==> config.mk <==
export PLATFORM = sky130hd
export DESIGN_NAME = conv_window_scheduler_flat
export DESIGN_NICKNAME = d
export VERILOG_FILES = /design/src/rtl/conv_window_scheduler_if.sv /design/src/rtl/conv_window_scheduler.sv /design/src/flat_wrapper.sv
export SDC_FILE = /design/constraint.sdc
export NUM_CORES = 1
export LEC_CHECK = 0
export ABC_CLOCK_PERIOD_IN_PS = 8100
export CAP_MARGIN = 20
export CORE_MARGIN = 2
export CORE_UTILIZATION = 50
export DETAILED_ROUTE_END_ITERATION = 10
export PLACE_DENSITY = 0.74
export SYNTH_ARGS = -nofsm -noshare
export SYNTH_HDL_FRONTEND = slang
export SYNTH_SLANG_ARGS = --single-unit
export TNS_END_PERCENT = 30
==> constraint.sdc <==
create_clock -name clk -period 8.1 [get_ports clk]
set_input_delay 1.62 -clock clk [delete_from_list [all_inputs] [get_ports clk]]
set_output_delay 1.62 -clock clk [all_outputs]
set_load 0.01 [all_outputs]
==> src/rtl/conv_window_scheduler_if.sv <==
// Handshake and RAM-address bundle between the layer controller, the window
// scheduler, the weight/feature RAMs and the MAC array.
interface conv_window_scheduler_if #(
  parameter int ADDR_W = 12,
  parameter int DIM_W  = 6
);
  logic              start;
  logic [2:0]        kernel_size;
  logic [DIM_W-1:0]  img_width;
  logic [DIM_W-1:0]  img_height;
  logic [ADDR_W-1:0] feat_base;
  logic              mac_ready;
  logic [5:0]        addr_RAM_weight;
  logic              read_RAM_weight;
  logic [ADDR_W-1:0] addr_RAM_feat;
  logic              read_RAM_feat;
  logic              win_first;
  logic              win_last;
  logic              busy;
  logic              done;
  logic              err;

  modport master (
    output start, kernel_size, img_width, img_height, feat_base, mac_ready,
    input  addr_RAM_weight, read_RAM_weight, addr_RAM_feat, read_RAM_feat,
    input  win_first, win_last, busy, done, err
  );

  modport slave (
    input  start, kernel_size, img_width, img_height, feat_base, mac_ready,
    output addr_RAM_weight, read_RAM_weight, addr_RAM_feat, read_RAM_feat,
    output win_first, win_last, busy, done, err
  );
endinterface

==> src/rtl/conv_window_scheduler.sv <==
// Convolution window scheduler: walks output pixels and kernel taps, issuing paired
// weight/feature RAM reads. Define CONV_PAD_EN to build with "same" zero padding.
module conv_window_scheduler #(
  parameter int ADDR_W = 12,
  parameter int DIM_W  = 6
) (
  input logic                    clk,
  input logic                    rst,
  conv_window_scheduler_if.slave bus
);
  localparam int DW1 = DIM_W + 1;

  typedef enum logic [1:0] {S_IDLE, S_CHECK, S_RUN, S_FIN} state_t;

  state_t            state_q, state_d;
  logic [2:0]        k_q, k_d;
  logic [DIM_W-1:0]  w_q, w_d, h_q, h_d;
  logic [ADDR_W-1:0] base_q, base_d;
  logic [2:0]        kx_q, kx_d, ky_q, ky_d;
  logic [DIM_W-1:0]  ox_q, ox_d, oy_q, oy_d;
  logic              last_q, last_d;
  logic [5:0]        addr_w_q, addr_w_d;
  logic [ADDR_W-1:0] addr_f_q, addr_f_d;
  logic              rd_w_q, rd_w_d, rd_f_q, rd_f_d;
  logic              wf_q, wf_d, wl_q, wl_d;
  logic              busy_q, busy_d, done_q, done_d, err_q, err_d;

  logic [DIM_W-1:0]  k_ext, ow, oh;
  logic [2:0]        k_m1;
  logic [DW1-1:0]    row_raw, col_raw, row, col;
  logic              cfg_ok, tap_in, issue;
  logic              kx_end, ky_end, ox_end, oy_end;

  function automatic logic [ADDR_W-1:0] feat_addr(input logic [ADDR_W-1:0] base,
                                                  input logic [DW1-1:0]    r,
                                                  input logic [DW1-1:0]    c,
                                                  input logic [DIM_W-1:0]  width);
    feat_addr = base + ADDR_W'(r) * ADDR_W'(width) + ADDR_W'(c);
  endfunction

  function automatic logic [5:0] weight_addr(input logic [2:0] ky, input logic [2:0] kx,
                                             input logic [2:0] k);
    weight_addr = 6'(ky) * 6'(k) + 6'(kx);
  endfunction

  assign k_ext   = DIM_W'(k_q);
  assign k_m1    = k_q - 3'd1;
  assign row_raw = {1'b0, oy_q} + DW1'(ky_q);
  assign col_raw = {1'b0, ox_q} + DW1'(kx_q);

`ifdef CONV_PAD_EN
  logic [1:0] pad;
  assign pad    = k_q[2:1];
  assign row    = row_raw - DW1'(pad);
  assign col    = col_raw - DW1'(pad);
  // Coordinates are shifted by P; anything that went negative or past the edge is a pad tap.
  assign tap_in = (row_raw >= DW1'(pad)) && (col_raw >= DW1'(pad)) &&
                  (row < {1'b0, h_q}) && (col < {1'b0, w_q});
  assign ow     = w_q;
  assign oh     = h_q;
  assign cfg_ok = (k_q != 3'd0) && k_q[0] && (k_ext <= w_q) && (k_ext <= h_q);
`else
  assign row    = row_raw;
  assign col    = col_raw;
  assign tap_in = 1'b1;
  assign ow     = w_q - k_ext + DIM_W'(1);
  assign oh     = h_q - k_ext + DIM_W'(1);
  assign cfg_ok = (k_q != 3'd0) && (k_ext <= w_q) && (k_ext <= h_q);
`endif

  assign kx_end = (kx_q == k_m1);
  assign ky_end = (ky_q == k_m1);
  assign ox_end = (ox_q == ow - DIM_W'(1));
  assign oy_end = (oy_q == oh - DIM_W'(1));

  always_comb begin
    state_d  = state_q;
    k_d      = k_q;
    w_d      = w_q;
    h_d      = h_q;
    base_d   = base_q;
    kx_d     = kx_q;
    ky_d     = ky_q;
    ox_d     = ox_q;
    oy_d     = oy_q;
    last_d   = last_q;
    addr_w_d = addr_w_q;
    addr_f_d = addr_f_q;
    rd_w_d   = 1'b0;
    rd_f_d   = 1'b0;
    wf_d     = 1'b0;
    wl_d     = 1'b0;
    busy_d   = busy_q;
    done_d   = 1'b0;
    err_d    = 1'b0;
    issue    = 1'b0;

    case (state_q)
      S_IDLE: begin
        if (bus.start) begin
          k_d     = bus.kernel_size;
          w_d     = bus.img_width;
          h_d     = bus.img_height;
          base_d  = bus.feat_base;
          kx_d    = 3'd0;
          ky_d    = 3'd0;
          ox_d    = '0;
          oy_d    = '0;
          last_d  = 1'b0;
          busy_d  = 1'b1;
          state_d = S_CHECK;
        end
      end
      S_CHECK: begin
        if (!cfg_ok) begin
          state_d = S_FIN;
          busy_d  = 1'b0;
          done_d  = 1'b1;
          err_d   = 1'b1;
        end else begin
          // Tap (0,0) may already be taken here so it appears two cycles after start.
          state_d = S_RUN;
          issue   = bus.mac_ready;
        end
      end
      S_RUN: begin
        if (last_q) begin
          state_d = S_FIN;
          busy_d  = 1'b0;
          done_d  = 1'b1;
        end else begin
          issue = bus.mac_ready;
        end
      end
      S_FIN:   state_d = S_IDLE;
      default: state_d = S_IDLE;
    endcase

    if (issue) begin
      rd_w_d   = 1'b1;
      rd_f_d   = tap_in;
      addr_w_d = weight_addr(ky_q, kx_q, k_q);
      addr_f_d = tap_in ? feat_addr(base_q, row, col, w_q) : '0;
      wf_d     = (kx_q == 3'd0) && (ky_q == 3'd0);
      wl_d     = kx_end && ky_end;
      if (!kx_end) begin
        kx_d = kx_q + 3'd1;
      end else begin
        kx_d = 3'd0;
        if (!ky_end) begin
          ky_d = ky_q + 3'd1;
        end else begin
          ky_d = 3'd0;
          if (!ox_end) begin
            ox_d = ox_q + DIM_W'(1);
          end else begin
            ox_d = '0;
            if (!oy_end) begin
              oy_d = oy_q + DIM_W'(1);
            end else begin
              oy_d   = '0;
              last_d = 1'b1;
            end
          end
        end
      end
    end
  end

  always_ff @(posedge clk) begin
    if (rst) begin
      state_q  <= S_IDLE;
      kx_q     <= 3'd0;
      ky_q     <= 3'd0;
      ox_q     <= '0;
      oy_q     <= '0;
      last_q   <= 1'b0;
      addr_w_q <= '0;
      addr_f_q <= '0;
      rd_w_q   <= 1'b0;
      rd_f_q   <= 1'b0;
      wf_q     <= 1'b0;
      wl_q     <= 1'b0;
      busy_q   <= 1'b0;
      done_q   <= 1'b0;
      err_q    <= 1'b0;
    end else begin
      state_q  <= state_d;
      kx_q     <= kx_d;
      ky_q     <= ky_d;
      ox_q     <= ox_d;
      oy_q     <= oy_d;
      last_q   <= last_d;
      addr_w_q <= addr_w_d;
      addr_f_q <= addr_f_d;
      rd_w_q   <= rd_w_d;
      rd_f_q   <= rd_f_d;
      wf_q     <= wf_d;
      wl_q     <= wl_d;
      busy_q   <= busy_d;
      done_q   <= done_d;
      err_q    <= err_d;
    end
  end

  // Latched layer configuration only matters between start and done.
  always_ff @(posedge clk) begin
    k_q    <= k_d;
    w_q    <= w_d;
    h_q    <= h_d;
    base_q <= base_d;
  end

  assign bus.addr_RAM_weight = addr_w_q;
  assign bus.read_RAM_weight = rd_w_q;
  assign bus.addr_RAM_feat   = addr_f_q;
  assign bus.read_RAM_feat   = rd_f_q;
  assign bus.win_first       = wf_q;
  assign bus.win_last        = wl_q;
  assign bus.busy            = busy_q;
  assign bus.done            = done_q;
  assign bus.err             = err_q;
endmodule

==> src/flat_wrapper.sv <==
// flat-port wrapper written by rule: the top's interface ports become plain ports
module conv_window_scheduler_flat 
#(
  parameter int ADDR_W = 12,
  parameter int DIM_W  = 6
)
  (clk, rst, bus_start, bus_kernel_size, bus_img_width, bus_img_height, bus_feat_base, bus_mac_ready, bus_addr_RAM_weight, bus_read_RAM_weight, bus_addr_RAM_feat, bus_read_RAM_feat, bus_win_first, bus_win_last, bus_busy, bus_done, bus_err);
  conv_window_scheduler_if #(.ADDR_W(ADDR_W), .DIM_W(DIM_W)) bus_i ();
  input logic clk;
  input logic rst;
  input wire logic [$bits(bus_i.start)-1:0] bus_start;
  input wire logic [$bits(bus_i.kernel_size)-1:0] bus_kernel_size;
  input wire logic [$bits(bus_i.img_width)-1:0] bus_img_width;
  input wire logic [$bits(bus_i.img_height)-1:0] bus_img_height;
  input wire logic [$bits(bus_i.feat_base)-1:0] bus_feat_base;
  input wire logic [$bits(bus_i.mac_ready)-1:0] bus_mac_ready;
  output wire logic [$bits(bus_i.addr_RAM_weight)-1:0] bus_addr_RAM_weight;
  output wire logic [$bits(bus_i.read_RAM_weight)-1:0] bus_read_RAM_weight;
  output wire logic [$bits(bus_i.addr_RAM_feat)-1:0] bus_addr_RAM_feat;
  output wire logic [$bits(bus_i.read_RAM_feat)-1:0] bus_read_RAM_feat;
  output wire logic [$bits(bus_i.win_first)-1:0] bus_win_first;
  output wire logic [$bits(bus_i.win_last)-1:0] bus_win_last;
  output wire logic [$bits(bus_i.busy)-1:0] bus_busy;
  output wire logic [$bits(bus_i.done)-1:0] bus_done;
  output wire logic [$bits(bus_i.err)-1:0] bus_err;
  assign bus_i.start = bus_start;
  assign bus_i.kernel_size = bus_kernel_size;
  assign bus_i.img_width = bus_img_width;
  assign bus_i.img_height = bus_img_height;
  assign bus_i.feat_base = bus_feat_base;
  assign bus_i.mac_ready = bus_mac_ready;
  assign bus_addr_RAM_weight = bus_i.addr_RAM_weight;
  assign bus_read_RAM_weight = bus_i.read_RAM_weight;
  assign bus_addr_RAM_feat = bus_i.addr_RAM_feat;
  assign bus_read_RAM_feat = bus_i.read_RAM_feat;
  assign bus_win_first = bus_i.win_first;
  assign bus_win_last = bus_i.win_last;
  assign bus_busy = bus_i.busy;
  assign bus_done = bus_i.done;
  assign bus_err = bus_i.err;
  conv_window_scheduler #(.ADDR_W(ADDR_W), .DIM_W(DIM_W)) u_core (.clk(clk), .rst(rst), .bus(bus_i));
endmodule
# Yosys cells after proc, flatten, opt, wreduce, memory -nomap -nowiden

Index checks and enable logic that the tools add are counted.

Input bits: 31
Output and inout bits: 25
Flip-flop bits (word level): 72

Bitwise logic cells: 2
Magnitude comparators: 2
Reduce and logical (&&, ||, !) cells: 17
Multipliers: 2
Multiplexer cells: 44
Add/sub/neg operators: 16
Equal/unequal tests: 10

Operators with widths:

| cell                  | number |
|---|---|
| $mux W6               | 13 |
| $mux W3               | 9 |
| $add A6 B1 Y6 const B | 4 |
| $mux W1               | 16 |
| $add A6 B3 Y7         | 2 |
| $add A12 B12 Y12      | 1 |
| $add A12 B7 Y12       | 1 |
| $eq A6 B6 Y1          | 2 |
| $le A3 B6 Y1          | 2 |
| $mul A7 B6 Y12        | 1 |
| $sub A6 B1 Y6 const B | 2 |
| $sub A6 B3 Y6         | 2 |
| $pmux W2 S4           | 1 |
| $add A3 B1 Y3 const B | 2 |
| $add A6 B3 Y6         | 1 |
| $eq A3 B3 Y1          | 2 |
| $logic_not A3 Y1      | 2 |
| $mul A3 B3 Y6         | 1 |
| $reduce_and A2 Y1     | 3 |
| $reduce_bool A3 Y1    | 2 |
| $eq A2 B2 Y1 const B  | 2 |
| $logic_and A1 B1 Y1   | 4 |
| $mux W2               | 2 |
| $ne A2 B2 Y1 const B  | 2 |
| 10 further kinds      | 14 |

# Logic depth before layout (Yosys ltp)

Depth after elaboration: 9
Depth in mapped cells: 23

# Worst setup path before layout

OpenSTA, ideal clock, no wires.

Kind: reg2reg
Start: register u_core.oy_q[0]
End: register u_core.addr_f_q[9] (netlist: u_core.bus.addr_RAM_feat[9])
Path slack: 3079 ps
Path buffers: 0
Arrival time: 4894 ps
Stages on the path, launching flop included: 24
Cells stage by stage: dfxtp_1 > ha_1 > inv_1 > fa_1 > nor2b_1 > o21ai_0 > xnor2_1 > and2_1 > fa_1 > inv_1 > fa_1 > inv_1 > fa_1 > inv_1 > fa_1 > inv_1 > ha_1 > o21ai_0 > nand2b_1 > a31oi_1 > nor2b_1 > xnor2_1 > mux2i_1 > nor2_1

Cells in the longest elaborated chain, start to end: 4

RTL lines:

| element                | line                         | RTL |
|---|---|---|
| start, declared        | conv_window_scheduler.sv:20  | `logic [DIM_W-1:0] ox_q, ox_d, oy_q, oy_d;` |
| start signal, assigned | conv_window_scheduler.sv:192 | `oy_q <= oy_d;` |
| $add A6 B3 Y7          | conv_window_scheduler.sv:48  | `assign row_raw = {1'b0, oy_q} + DW1'(ky_q);` |
| $mul A7 B6 Y12         | conv_window_scheduler.sv:38  | `feat_addr = base + ADDR_W'(r) * ADDR_W'(width) + ADDR_W'(c);` |
| $add A12 B12 Y12       | conv_window_scheduler.sv:38  |  |
| $add A12 B7 Y12        | conv_window_scheduler.sv:38  |  |
| end signal, assigned   | conv_window_scheduler.sv:195 | `addr_f_q <= addr_f_d;` |
| end, declared          | conv_window_scheduler.sv:23  | `logic [ADDR_W-1:0] addr_f_q, addr_f_d;` |

No other way between the ends.
A chain may end at the register's enable or synchronous reset.

# Worst setup path after layout

Start: register u_core.ky_q[0]
End: register u_core.addr_f_q[9] (netlist: u_core.bus.addr_RAM_feat[9])

Cells in the longest elaborated chain, start to end: 4

RTL lines:

| element                | line                         | RTL |
|---|---|---|
| start, declared        | conv_window_scheduler.sv:19  | `logic [2:0] kx_q, kx_d, ky_q, ky_d;` |
| start signal, assigned | conv_window_scheduler.sv:190 | `ky_q <= ky_d;` |
| $add A6 B3 Y7          | conv_window_scheduler.sv:48  |  |
| $mul A7 B6 Y12         | conv_window_scheduler.sv:38  |  |
| $add A12 B12 Y12       | conv_window_scheduler.sv:38  |  |
| $add A12 B7 Y12        | conv_window_scheduler.sv:38  |  |

No other way between the ends.

==> metrics.md <==
| Metric | Value |
|---|---|
| Die Area | `12,700 µm²` |
| Relative contribution of combinational cells to total power | `35.2%` |
| Routed vias | `4,460` |
| Gr usage total | `20.8%` |
| Sequential share of power | `33.8%` |
| Maximum fanout encountered on the critical timing path | `6` |
| Leakage power summed over all cells | `3.00 nW` |
| Share of cells above drive strength 1 | `4.13%` |
| Crit-path max cell delay | `540 ps` |
| Critical Path RT | `8380 ps` |
| Share of the yosys chip area belonging to registers | `29.0%` |
| Launch point of the worst reg-to-reg path | `u_core.ky_q[0]` |
| Number of detailed-routing iterations run before antenna repair | `4` |
| Switching power | `0.494 mW` |
| Ys Warns | `0` |
| Antenna violations before repair | `0` |
| Number of pins exceeding their max-slew limit in the final report | `0` |
| Cell Chain, Critical Path | `ha_1 > inv_1 > fa_1 > nor2b_1 > o21ai_0 > xnor2_1 > nand2_1 > fa_1 > inv_1 > ha_1 > inv_1 > fa_1 > inv_1 > fa_1 > ha_1 > o21ai_0 > nand2b_1 > a31oi_1 > nor2b_1 > xnor2_1 > mux2i_1 > nor2_1` |
| Wire length of the first global-routing pass | `21,200 µm` |
| Hold_buf cts | `0` |
| Timing-limited maximum frequency | `0.174 GHz` |
| Area occupied by registers | `1710 µm²` |
| Multi-input gate area | `3770 µm²` |
| Setup repair after global routing missed its margin | `false` |
| Number of global-route vias before repair | `4,506` |
| Clock Power Share | `31.0%` |
| Wire length per cell | `15.0 µm` |
| Clock tree from TritonCTS | `yes` |
| Setup fix buffers added after clock tree synthesis | `0` |
| Min-Delay Path Class | `reg -> reg` |
| Endpoint of the worst-slack reg-to-reg timing path | `u_core.bus.addr_RAM_feat[9]` |
| Root buffer cell | `sky130_fd_sc_hd__clkbuf_16` |
| Number of nets in the final layout | `812` |
| Fin crit period | `5730 ps` |
| Gpl congestion | `0.857` |
| Critical path endpoint category | `flip-flop` |
| Antenna-violating nets left | `0` |
| Port Buffers | `55` |
| Final HPWL DP | `9470 µm` |
| Number of flops mapped to enable cells by yosys | `27` |
| Final hold vios | `0` |
| Synthesized netlist cell count | `623` |
| Largest net degree at the start of global routing | `43` |
| Std cell rows | `39` |
| Worst vdd ir | `0.158 mV` |
| Number of instances resized during post-cts repair | `0` |
| Most used flip-flop cell after synthesis | `sky130_fd_sc_hd__dfxtp_1` |
| Library cell contributing the largest single delay on the critical path | `sky130_fd_sc_hd__fa_1` |
| Avg Synthesized Cell Area | `9.47 µm²` |
| Total Wirelength | `12,300 µm` |
| Crit path buf inv count | `4` |
| Measured slew at the worst slew-check pin | `1020 ps` |
| Number of gates on the worst path with buffers counted | `22` |
| H-tree Lvls | `3` |
| Clock sinks | `72` |
| Pwr per Cell Area | `210 nW/µm²` |
| Critical path origin | `u_core.ky_q[0]` |
| Core outline area | `11,500 µm²` |
| Vert. Die Dim | `113 µm` |
| Finish-stage setup viols | `0` |
| Width of the die | `113 µm` |
| Total negative slack | `0 ps` |
| CP delay by family, top | `adder cells` |
| Relative max-transition margin | `32.1%` |
| Async S/R FF share, synth | `0%` |
| DRC violation count after routing | `0` |
| Portion of the clock cycle consumed by the worst path in the final layout | `70.8%` |
| Worst setup endpoint | `u_core.bus.addr_RAM_feat[9]` |
| Io pins | `56` |
| Worst r2r path cells | `22` |
| Share of total power consumed by net switching | `34.1%` |
| Total of flip-flops plus latches after synthesis | `72` |
| Cell Count, Final, Fillers Out | `821` |
| Skew-Pair Late Insertion Delay | `340 ps` |
| Internal power component | `0.956 mW` |
| Crit path kind | `reg -> reg` |
| Mapped cell area | `5900 µm²` |
| Synthesized netlist net count | `762` |
| Register-to-Register Setup Slack | `2370 ps` |
| Clock Skews | `9.11 ps` |
| Filler Cells Inserted | `1,000` |
| Data arrival time at the worst-slack endpoint | `6010 ps` |
| Status | `completed` |
| Remaining global-route overflow | `0` |
| Post-synthesis cell type count | `54` |
| CTS max path bufs | `2` |
| Total CTS buffers | `9` |
| Diode count | `0` |
| Initial DRC count | `206` |
| Initial Util | `51.4%` |
| Detail-routed via count per cell | `5.43` |
| Setup crit start kind | `flip-flop` |
| Area Growth Syn to Fin | `17.0%` |
| Clock transition at path regs | `60 ps` |
| Max-cap violation count | `0` |
| Cells after DPL | `804` |
sequential cells by signal (all words and copies together) (netlist names), 2 cells and up:
register,flops
u_core.base_q,12
u_core.bus.addr_RAM_feat,12
u_core.bus.addr_RAM_weight,6
u_core.h_q,6
u_core.ox_q,6
u_core.oy_q,6
u_core.w_q,6
u_core.k_q,3
u_core.kx_q,3
u_core.ky_q,3
u_core.state_q,2
synth_stat cells (all sizes together) (7+ instances only):
master	number	share of area, %
fa	45	15
clkbuf	12	0.76
xnor2	31	4.6
inv	87	5.5
nand2	36	2.3
nor2	46	2.9
a21oi	39	3.4
and2	18	1.9
o21ai	13	1.1
ha	63	13
nand2b	12	1.3
nand3	28	2.6
xor2	14	2.1
nor3	15	1.4
buf	7	0.85
a21o	7	0.89
mux2i	10	1.7
nor2b	12	1.3
dfxtp	45	15
edfxtp	27	14
routing by layer:
| metal | wire length, µm | global-route usage (%) | part of all wire, % | up-vias |
|---|---|---|---|---|
| met3 | 574 | 3.78 | 4.7 | 18 |
| met1 | 5580 | 26.9 | 45 | 2167 |
| met4 | 224 | 6.99 | 1.8 | 0 |
| li1 | - | - | - | 2170 |
| met5 | 0 | 0 | 0 | - |
| met2 | 5950 | 35.1 | 48 | 105 |
final cells by class:
| class | count | area share [%] |
|---|---|---|
| Clock buffer | 11 | 3.82 |
| Clock inverter | 5 | 1.09 |
| Inverter | 87 | 4.73 |
| Multi-Input combinational cell | 445 | 54.6 |
| Sequential cell | 72 | 24.8 |
| Tap cell | 143 | 2.59 |
| Timing Repair Buffer | 58 | 8.41 |
power groups by stage:
stage | clock network [mW] | registers, mW | logic, mW
4_1_cts | 0.458 | 0.490 | 0.507
2_1_floorplan | 0 | 0.483 | 0.377
6_report | 0.449 | 0.490 | 0.511
3_3_place_gp | 0 | 0.495 | 0.486
5_1_grt | 0.472 | 0.499 | 0.574
3_5_place_dp | 0 | 0.497 | 0.501
cells by family (layout without fill, tap and decap cells):
logic type	count (synthesis)	count (layout)	share of synthesized area (%)
simple gates	191	191	16.8
xor+xnor	45	45	6.68
fa+ha+maj	108	108	28.6
flops	72	72	29.0
compound gates	90	90	9.82
buf+inv	106	161	7.15
mux	11	11	1.89
how the worst min path moves through the flow:
stage / start / end / depth (start not counted)
floorplan: u_core.last_q / u_core.last_q / 2
global placement: u_core.last_q / u_core.last_q / 2
detailed placement: u_core.last_q / u_core.last_q / 2
CTS: u_core.last_q / u_core.last_q / 2
global route: u_core.last_q / u_core.last_q / 2
finish: u_core.last_q / u_core.last_q / 2
per-stage QoR:
| step | setup WS, ps | hold WS, ps | utilization [%] | area [µm²] | total power, mW |
|---|---|---|---|---|---|
| final | 2370 | 474 | 60.2 | 6900 | 1.45 |
| after detailed placement | 2540 | 469 | 57.1 | 6550 | 0.999 |
| after global placement | 2800 | 466 | 57.1 | 6550 | 0.981 |
| after CTS | 2410 | 477 | 60.1 | 6890 | 1.46 |
| after floorplan | 3080 | 450 | - | 5900 | 0.860 |
| after global routing | 2050 | 513 | 60.2 | 6900 | 1.55 |
worst reg2reg max path, delay by kind of cell, from the launching register on:
kind	cells	cell delay, ps
adders and majority gates	7	2800
AOI/OAI and AO/OA	3	810
and+or+nand+nor	5	770
xor gates and xnor gates	2	540
DFF	1	450
buffers and inverters	4	230
muxes	1	90
layout by cell type, fill, tap and decap left out, drive strengths merged, types with 12 or more instances in the layout:
cell type,synthesis,final
nand3,28,28
nor3,15,15
xor2,14,14
nand2,36,36
dfxtp,45,45
nor2b,12,12
edfxtp,27,27
and2,18,18
o21ai,13,13
nand2b,12,12
clkdlybuf4s50,0,55
inv,87,88
a21oi,39,39
xnor2,31,31
nor2,46,46
ha,63,63
fa,45,45
No activity file was read; power rests on OpenSTA's default activity.
